`src/rtl/pipelined_carry_adder.sv`:
```
// ---------------------------------------------------------------------------
// pipelined_carry_adder
//
// Parametrised pipelined adder. A WIDTH-bit add is split into STAGES equal
// chunks of CW = WIDTH/STAGES bits. An input rank captures the operands at
// acceptance. Each following stage ripples one chunk and registers the chunk
// sum, its carry-out and the operands that later stages still need.
// A single global enable (adv) moves the whole pipe, so it sustains one add
// per cycle when the consumer keeps out_ready high.
//
// Latency: an operation accepted at edge t shows out_valid=1 after edge
// t+STAGES.
//
// Parameters
//   WIDTH   operand/sum width; must be a multiple of STAGES
//   STAGES  number of ripple stages (= chunks)
//
// Ports
//   clk        rising-edge clock
//   rst_n      asynchronous active-low reset
//   in_valid   operands A/B/Cin valid
//   in_ready   operands accepted this cycle (equals adv)
//   A, B       unsigned operands
//   Cin        carry into bit 0
//   out_valid  Sum/Cout valid
//   out_ready  consumer takes the result this cycle
//   Sum        A+B+Cin modulo 2^WIDTH
//   Cout       carry out of bit WIDTH-1
//   Ovf        signed overflow, only when ADD_OVF_EN is defined
//
// Configuration macro: ADD_OVF_EN adds the Ovf port and its register.
// ---------------------------------------------------------------------------
module pipelined_carry_adder #(
   parameter int WIDTH  = 16,
   parameter int STAGES = 4
) (
   input  logic             clk,
   input  logic             rst_n,
   input  logic             in_valid,
   output logic             in_ready,
   input  logic [WIDTH-1:0] A,
   input  logic [WIDTH-1:0] B,
   input  logic             Cin,
   output logic             out_valid,
   input  logic             out_ready,
   output logic [WIDTH-1:0] Sum,
   output logic             Cout
`ifdef ADD_OVF_EN
   ,
   output logic             Ovf
`endif
);

   localparam int CW = WIDTH / STAGES;

   // Rank 0 is the input register; rank k+1 holds the result of stage k.
   // Operands are only needed up to the input of the last stage.
   logic [STAGES:0]                v_q;
   logic [STAGES:0]                c_q;
   logic [STAGES:0][WIDTH-1:0]     s_q;
   logic [STAGES-1:0][WIDTH-1:0]   a_q;
   logic [STAGES-1:0][WIDTH-1:0]   b_q;

   // Combinational result of every stage, consumed by the next rank.
   logic [STAGES-1:0][WIDTH-1:0]   s_nxt;
   logic [STAGES-1:0]              c_nxt;
   logic [CW:0]                    chunk_add;

   logic                           adv;

   // One enable for the whole pipe: it moves whenever the output slot is
   // empty or is being emptied this cycle. Holding every rank together keeps
   // result order and makes Sum/Cout stable under backpressure.
   assign adv       = ~v_q[STAGES] | out_ready;
   assign in_ready  = adv;
   assign out_valid = v_q[STAGES];
   assign Sum       = s_q[STAGES];
   assign Cout      = c_q[STAGES];

   // Stage k: chunk k of the operands plus the carry registered by the rank
   // before it. Lower sum chunks pass through; only chunk k is replaced.
   always_comb begin
      // NOTE: every always_comb output gets a default before the loop so no
      // path leaves it unassigned and no latch is inferred.
      s_nxt     = '0;
      c_nxt     = '0;
      chunk_add = '0;
      for (int k = 0; k < STAGES; k++) begin
         chunk_add = {1'b0, a_q[k][k*CW +: CW]}
                   + {1'b0, b_q[k][k*CW +: CW]}
                   + (CW+1)'(c_q[k]);
         s_nxt[k]              = s_q[k];
         s_nxt[k][k*CW +: CW]  = chunk_add[CW-1:0];
         c_nxt[k]              = chunk_add[CW];
      end
   end

   // NOTE: pipeline state uses non-blocking assignments so every rank samples
   // the previous rank's old value at the same edge. All ranks are plain
   // flops (not a memory), so each one is given an async reset value.
   always_ff @(posedge clk or negedge rst_n) begin
      if (!rst_n) begin
         v_q <= '0;
         c_q <= '0;
         s_q <= '0;
         a_q <= '0;
         b_q <= '0;
      end else if (adv) begin
         // Input rank. Data is captured even for a bubble; valid=0 marks it
         // as carrying no result.
         v_q[0] <= in_valid;
         c_q[0] <= Cin;
         s_q[0] <= '0;
         a_q[0] <= A;
         b_q[0] <= B;
         for (int k = 0; k < STAGES; k++) begin
            v_q[k+1] <= v_q[k];
            c_q[k+1] <= c_nxt[k];
            s_q[k+1] <= s_nxt[k];
         end
         for (int k = 0; k < STAGES - 1; k++) begin
            a_q[k+1] <= a_q[k];
            b_q[k+1] <= b_q[k];
         end
      end
   end

`ifdef ADD_OVF_EN
   // Signed overflow = carry into the MSB xor carry out of the MSB. The carry
   // into the MSB is recovered from the MSB sum bit: c_in = a ^ b ^ s.
   logic ovf_nxt;
   logic ovf_q;

   assign ovf_nxt = a_q[STAGES-1][WIDTH-1]
                  ^ b_q[STAGES-1][WIDTH-1]
                  ^ s_nxt[STAGES-1][WIDTH-1]
                  ^ c_nxt[STAGES-1];

   always_ff @(posedge clk or negedge rst_n) begin
      if (!rst_n) begin
         ovf_q <= 1'b0;
      end else if (adv) begin
         ovf_q <= ovf_nxt;
      end
   end

   assign Ovf = ovf_q;
`endif

endmodule

```
`config.mk`:
```
export PLATFORM = sky130hd
export DESIGN_NAME = pipelined_carry_adder
export DESIGN_NICKNAME = d
export VERILOG_FILES = /design/src/rtl/pipelined_carry_adder.sv
export SDC_FILE = /design/constraint.sdc
export NUM_CORES = 1
export LEC_CHECK = 0
export BUFFER_PORTS_ARGS = -buffer_cell sky130_fd_sc_hd__buf_2
export CORE_MARGIN = 3
export CORE_UTILIZATION = 44
export DETAILED_ROUTE_END_ITERATION = 8
export GPL_ROUTABILITY_DRIVEN = 1
export PLACE_DENSITY_LB_ADDON = 0.25
export SLEW_MARGIN = 20
export SYNTH_ARGS = -nofsm -noshare
export SYNTH_HDL_FRONTEND = slang
export SYNTH_SLANG_ARGS = --single-unit
```
`constraint.sdc`:
```
create_clock -name clk -period 2.2 [get_ports clk]
set_input_delay 0.33 -clock clk [delete_from_list [all_inputs] [get_ports clk]]
set_output_delay 0.33 -clock clk [all_outputs]
set_load 0.01 [all_outputs]
```
Yosys cells after proc, flatten, opt, wreduce, memory -nomap -nowiden --
Cells that the tools add are included.
Storage, ports and cells: bits in registers 178, word-level logic and storage cells 24
Operators by class: $add $sub $neg 8, bitwise gates (word level) 2
Operator list (count):
- adder 4 x 4 -> 5 bit | 4
- adder 5 x 1 -> 5 bit | 4
- inverter 1 bit | 1
- bitwise OR 1 bit | 1

Logic depth before layout (Yosys ltp) --
Gate-level depths: netlist of the first run.
word-level depth 2, gate-level depth with buffers 7, depth with buffers taken out 6

Least setup slack after synthesis of the first run --
OpenSTA, ideal clock, no wires.
kind register to register, start point register c_q[3], end point register c_q[4], arrival time 1.599 ns, required time 2.078 ns, setup slack 0.479 ns, cell stages (with the launch flop) 6, period minus slack after synthesis 1.721 ns, path through dfrtp_1 > fa_1 > fa_1 > a21o_1 > a21oi_1 > a21oi_1
On the way: word-level cells in the longest chain between the ends 1
RTL lines:
- from (decl) | line 59 | logic [STAGES:0] c_q;
- from (signal, indexed assignment) | line 118 | c_q[k+1] <= c_nxt[k];
- adder 5 x 1 -> 5 bit | line 91 | + (CW+1)'(c_q[k]);
Every way passes these cells. A chain may end at the register's enable or synchronous reset.

Worst setup path in the final report of the first run --
Same ends and word-level chain as after synthesis.

==> results of run 1 <==
[worst max-delay path, delay by kind of cell (launching register included)]
family	cells	cell delay (ps)
flip-flops	1	390
adder cells (fa/ha/maj)	2	880
AO/OA/AOI/OAI	3	400
[cell usage after synthesis (all sizes together)]
cell type    n  area, sq um
nand2      337         1260
dfrtp      130         3250
buf         25          183
o21ai       18         90.1
a21oi       13         65.1
ha          12          150
inv         12         45.0
nor2        11         41.3
fa           8          160
a21o         5         37.5
xor2         5         43.8
clkbuf       4         15.0
nor2b        4         32.5
nand2b       1         6.26
xnor2        1         8.76
[per-layer routing]
metal  vias up  part of all wire [%]  wire length, um  track usage (%)
met5         -                     0                0                0
met4         0                   1.7              163             6.42
met3        16                   4.3              406             4.82
met2        61                    43             4070             23.8
met1      1729                    51             4800             21.9
li1       1893                     -                -                -
[layout make-up]
cell class,count,area (sq um)
Clock buffer,25,485
Clock inverter,1,5.00
Fill cell,1114,5470
Inverter,12,47.5
Multi-Input combinational cell,415,1900
Sequential cell,130,3250
Tap cell,143,179
Timing Repair Buffer,62,374
[flip-flops by register name (all words and copies together) (netlist names)]
register,cells
b_q,40
c_q,5
a_q,40
v_q,5
s_nxt,24
Sum,16
[kinds of logic (layout without fill, tap and decap cells)]
| kind of cell | after synthesis | count (layout) | synth area share (%) |
|---|---|---|---|
| flops | 130 | 130 | 60.3 |
| buf+inv | 41 | 100 | 4.50 |
| xor+xnor | 6 | 6 | 0.974 |
| fa+ha+maj | 20 | 20 | 5.75 |
| compound gates | 36 | 36 | 3.57 |
| simple gates | 353 | 353 | 24.9 |
[per-stage QoR]
stage | instance area, sq um | instances | total power [mW] | hold slack, ps
CTS | 6240 | 788 | 9.30 | 104
global route | 6240 | 788 | 10.0 | 110
finish | 6240 | 788 | 9.16 | 121
floorplan | 5400 | 586 | 6.13 | 34.4
global placement | 5740 | 761 | 6.74 | 295
detailed placement | 5740 | 761 | 6.88 | 300
[worst max path at each step]
stage	end	depth (start not counted)
6_report	c_q[4]$_DFFE_PN0P_	5
3_3_place_gp	c_q[4]$_DFFE_PN0P_	5
5_1_grt	c_q[4]$_DFFE_PN0P_	5
2_1_floorplan	c_q[4]$_DFFE_PN0P_	5
3_5_place_dp	c_q[4]$_DFFE_PN0P_	5
4_1_cts	c_q[4]$_DFFE_PN0P_	5
[cells in the final DEF, fill, tap and decap left out, types with 6 or more instances in the layout]
| master | synthesis | final |
|---|---|---|
| nor2_1 | 11 | 11 |
| o21ai_1 | 6 | 6 |
| buf_2 | 8 | 54 |
| clkbuf_16 | 0 | 17 |
| fa_1 | 8 | 8 |
| inv_1 | 11 | 11 |
| nand2_1 | 337 | 337 |
| o21ai_0 | 12 | 12 |
| dfrtp_1 | 130 | 130 |
| ha_1 | 12 | 12 |
| a21oi_1 | 13 | 13 |
[power breakdown]
group / leakage (nW) / switching (mW) / internal (mW) / total [mW]
registers: 1.57 / 0.575 / 3.45 / 4.02
clock network: 0.241 / 0.886 / 1.48 / 2.37
logic: 1.58 / 1.63 / 1.14 / 2.77
total: 3.40 / 3.09 / 6.08 / 9.16
==> summary.txt, run 1 <==
Outcome
  – Status: finished, final reports clean

Timing
  – Final worst slack: 375 ps
  – Worst slew margin: 63.2%
  – Slew Limit Fails: 0
  – Final setup viols: 0
  – Fmax: 548 MHz
  – Hold Fails Final Rpt: 0
  – Tightest Pin Transition: 552 ps
  – Clock Skews: 5.88 ps
  – Tmin final: 1830 ps
  – TNS Setup: 0 ps
  – Tcrit/Tclk final: 83.0%
  – RSZ-0062 raised after global routing: no

Routing
  – Drt drc: 0
  – TritonRoute pass-1 iters: 4
  – Iteration-0 DRC Markers: 215
  – Total number of vias: 3699
  – Wirelength per Cell: 12.0 um
  – Vias per std cell: 4.69
  – Antenna Nets Post-Route: 0
  – Final Routed Wirelength: 9450 um

Synthesis
  – Synthesized net count: 643
  – Synth Register Bits: 130
  – Mean Syn Cell Area: 9.21 sq um
  – Mapped cell area: 5400 sq um
  – Synth cell types: 20
  – Synth Instances: 586
  – Post-synthesis sequential area ratio: 60.3%
  – Yosys warns: 0

Worst hold path
  – Worst min path class: in -> reg
  – Hold path startpoint: A[2]
  – Worst hold path depth: 3
  – Hold Crit Endpoint: a_q[2]$_DFFE_PN0P_

Place
  – Setup WS pre-CTS: 380 ps
  – Detailed placement HPWL: 5950 um
  – Final GP Congestion: 0.746
  – PortBufs: 55

CTS
  – CTS Buf Count: 17
  – CTS sink count: 130
  – CTS tree: built
  – CTS clk-pin slew, worst paths: 50 ps
  – CTS H-tree lvls: 4
  – Clock Root Buffer: clkbuf_16
  – Post_cts resized: 0
  – Worst skew pair latency: 410 ps
  – Clk buf depth: 2
  – Cts hold-fix bufs: 1
  – Setup Fix Bufs, Post-CTS: 0

Setup path
  – Worst Path Required: 2460 ps
  – Reg-to-Reg Start: c_q[3]$_DFFE_PN0P_
  – Worst r2r dst: c_q[4]$_DFFE_PN0P_
  – Critical Path Max Stage Delay: 470 ps
  – Kind of start point of the critical path: flip-flop
  – Worst r2r path cells: 5
  – Crit. End Element: flip-flop
  – Worst R2R Setup Slack: 370 ps
  – Crit-path max FO: 2
  – Critical path's slowest cell: fa_1
  – Kind of critical path: reg -> reg
  – CP startpoint: c_q[3]$_DFFE_PN0P_
  – Crit-path cells: fa_1 -> fa_1 -> a21o_1 -> a21oi_1 -> a21oi_1
  – Crit path DAT: 2080 ps

Run
  – Max Cap Violations: 0

Final layout
  – Layout cells sized above 1: 13.0%
  – Post-route core utilization: 53.3%
  – Area grow syn2layout: 15.7%
  – Post-layout nets: 695
  – ANT cells: 0

Floorplanning
  – Io pins: 56
  – DIE AREA: 13600 sq um
  – Die height: 117 um
  – Starting density of the core: 46.1%
  – CORE AREA: 11700 sq um
  – Die width: 117 um
  – Core Rows: 39

Power
  – Peak VDD IR: 0.635 mV
  – Pwr Density: 1470 nW/um^2
  – Pleak: 3.40 nW

Global route
  – GR Overflow Total: 0
  – GR Util All Layers: 15.9%
  – Largest net degree at the start of global routing: 136
  – Vias in the first global route: 3775
  – First-pass GRT wire length: 17100 um
  – Initial antenna violation count: 0
Note: power is estimated with default switching activity, not from simulation.
==> run 2, diff against run 1 <==
clock period = 1.8 ns   (was 2.2 ns; I/O delays follow)
==> run 2 against run 1 <==
Non-clock buffer count stayed put. Count of clock-buffer cells in the layout is 3 lower. Sequential power is 22% higher. Combinational power is 23% higher. Largest cell class unchanged.
==> summary.txt, run 2 (synthesis gave the netlist of run 1 again) <==
Power
  – Sw Ratio: 32.5% (was 33.7%)
  – Logic pwr share: 28.7% (was 30.2%)
  – Cell Int Power: 8.06 mW (was 6.08 mW)
  – Peak VDD IR: 0.798 mV (was 0.635 mV)
  – Sequential power share: 41.2% (was 43.9%)
  – P_sw: 3.87 mW (was 3.09 mW)
  – Design Power: 11.9 mW (was 9.16 mW)
  – Pwr Density: 1860 nW/um^2 (was 1470 nW/um^2)
  – Pleak: 3.47 nW (was 3.40 nW)
  – Clock network fraction of design power: 30.1% (was 25.9%)

Global route
  – Vias in the first global route: 3686 (was 3775)
  – First-pass GRT wire length: 16600 um (was 17100 um)
  – Initial antenna violation count: 0 (unchanged)
  – GR Util All Layers: 15.4% (was 15.9%)
  – GR Overflow Total: 0 (unchanged)
  – Largest net degree at the start of global routing: 124 (was 136)

Setup path
  – CP top delay family: adder cells (unchanged)
  – Critical Path Max Stage Delay: 420 ps (was 470 ps)
  – Crit-path max FO: 2 (unchanged)
  – Critical path's slowest cell: fa_2 (was fa_1)
  – Crit. End Element: flip-flop (unchanged)
  – WP depth: 5 (unchanged)
  – Worst Path Required: 2080 ps (was 2460 ps)
  – Crit-path cells: fa_2 -> fa_2 -> a21o_1 -> a21oi_2 -> a21oi_1 (was fa_1 -> fa_1 -> a21o_1 -> a21oi_1 -> a21oi_1)
  – Worst r2r path cells: 5 (unchanged)
  – Kind of critical path: reg -> reg (unchanged)
  – Crit path DAT: 1960 ps (was 2080 ps)
  – Most frequent CP cell: fa_2
  – Kind of start point of the critical path: flip-flop (unchanged)
  – WP buf/inv: 0 (unchanged)

Floorplanning
  – Core Rows: 39 (unchanged)
  – Io pins: 56 (unchanged)
  – Starting density of the core: 46.1% (unchanged)
  – DIE AREA: 13600 sq um (unchanged)
  – Die height: 117 um (unchanged)
  – Die width: 117 um (unchanged)
  – CORE AREA: 11700 sq um (unchanged)

Final layout
  – Fin area: 6420 sq um (was 6240 sq um)
  – Area grow syn2layout: 18.9% (was 15.7%)
  – Storage cell area: 3250 sq um (unchanged)
  – Post-layout nets: 695 (unchanged)
  – ANT cells: 0 (unchanged)
  – Post-route insts no fill: 794 (was 788)
  – Layout cells sized above 1: 14.7% (was 13.0%)
  – Area of the multi-input gates: 1910 sq um (was 1900 sq um)
  – Most frequent cells in the layout: nand2_1 (337), dfrtp_1 (130), buf_2 (54), clkbuf_16 (17) (was nand2_1 (337), dfrtp_1 (130), buf_2 (54), clkbuf_16 (17), a21oi_1 (13))
  – Most common cell after layout, fill and taps aside: nand2_1 (unchanged)
  – Fillers: 1097 (was 1114)
  – Post-route core utilization: 54.8% (was 53.3%)

Timing
  – Tcrit/Tclk final: 93.4% (was 83.0%)
  – Tmin final: 1680 ps (was 1830 ps)
  – TNS Setup: 0 ps (unchanged)
  – Hold Worst Slack: 50.7 ps (was 121 ps)
  – Hold Fails Final Rpt: 0 (unchanged)
  – RSZ-0062 raised after global routing: no (unchanged)
  – Fmax: 595 MHz (was 548 MHz)
  – Worst slew margin: 64.4% (was 63.2%)
  – Slew Limit Fails: 0 (unchanged)
  – Clock Skews: 9.55 ps (was 5.88 ps)
  – Tightest Pin Transition: 534 ps (was 552 ps)
  – Final worst slack: 119 ps (was 375 ps)
  – Final setup viols: 0 (unchanged)

Routing
  – Iteration-0 DRC Markers: 266 (was 215)
  – Antenna Nets Post-Route: 0 (unchanged)
  – Wirelength per Cell: 11.8 um (was 12.0 um)
  – TritonRoute pass-1 iters: 4 (unchanged)
  – Vias per std cell: 4.68 (was 4.69)
  – Drt drc: 0 (unchanged)
  – Final Routed Wirelength: 9380 um (was 9450 um)
  – Total number of vias: 3713 (was 3699)

Place
  – Placed inst area: 5770 sq um (was 5740 sq um)
  – Final GP Congestion: 0.731 (was 0.746)
  – Setup WS pre-CTS: -20.4 ps (was 380 ps)
  – PortBufs: 55 (unchanged)
  – DP Cell Count: 761 (unchanged)
  – Detailed placement HPWL: 6050 um (was 5950 um)

CTS
  – Clock Root Buffer: clkbuf_16 (unchanged)
  – Setup Fix Bufs, Post-CTS: 0 (unchanged)
  – CTS Buf Count: 17 (unchanged)
  – CTS sink count: 130 (unchanged)
  – CTS H-tree lvls: 4 (unchanged)
  – CTS tree: built (unchanged)
  – Clk buf depth: 2 (unchanged)
  – CTS clk-pin slew, worst paths: 60 ps (was 50 ps)
  – Worst skew pair latency: 410 ps (about the same)

Worst hold path
  – Worst min path class: in -> reg (unchanged)
  – Worst hold path depth: 3 (unchanged)

Run
  – Max Cap Violations: 0 (unchanged)

Outcome
  – Status: finished, final reports clean (unchanged)
-- run 2: cell count changes in the layout (fill, tap and decap cells not counted), sizes merged --
| cell | delta |
|---|---|
| bufinv | +4 |
| clkbuf | -3 |
| clkinv | +3 |
| clkinvlp | +2 |
-- run 2: repair_timing --
item,4_1_cts,5_1_grt
gates resized for setup,1,2
endpoints found under the hold margin,33,0
setup endpoints to repair,1,1
cloned,0,0
hold buffers,1,0
-- run 2: power by group through the flow --
stage               registers, mW  logic [mW]  clock network (mW)
global placement             4.90        3.39                   0
global route                 5.09        4.04                3.79
detailed placement           4.97        3.47                   0
finish                       4.92        3.42                3.60
floorplan                    4.89        2.59                   0
CTS                          4.93        3.49                3.67
-- run 2: final timing paths --
path	from	endpoint	slack, ps
hold reg to reg	v_q[3]$_DFFE_PN0P_	v_q[3]$_DFFE_PN0P_	450
setup / recovery	c_q[3]$_DFFE_PN0P_	c_q[4]$_DFFE_PN0P_	120
hold / removal	A[13]	a_q[13]$_DFFE_PN0P_	50
min in group asynchronous	rst_n	Sum[12]$_DFFE_PN0P_	320
setup reg to reg	c_q[3]$_DFFE_PN0P_	c_q[4]$_DFFE_PN0P_	120
max in group asynchronous	rst_n	s_nxt[48]$_DFFE_PN0P_	910
-- run 2: tightest hold or removal path: stages --
cell and delay [ps]:
buf_2 70, nand2_1 40, nand2_1 50
-- run 2: final cells by class --
cell class / instances / share of cell area [%]
timing repair buffer: 62 / 6.22
sequential: 130 / 50.7
clock inverter: 10 / 2.42
inverter: 12 / 0.741
multi-input combinational: 415 / 29.8
tap: 143 / 2.79
clock buffer: 22 / 7.39
-- run 2: per-layer routing --
layer / up-vias / global-route usage [%] / routed length, um
met5: - / 0 / 0
met4: 0 / 6.42 / 108
met3: 11 / 4.92 / 399
met2: 60 / 22.7 / 4120
met1: 1747 / 21.1 / 4760
li1: 1895 / - / -
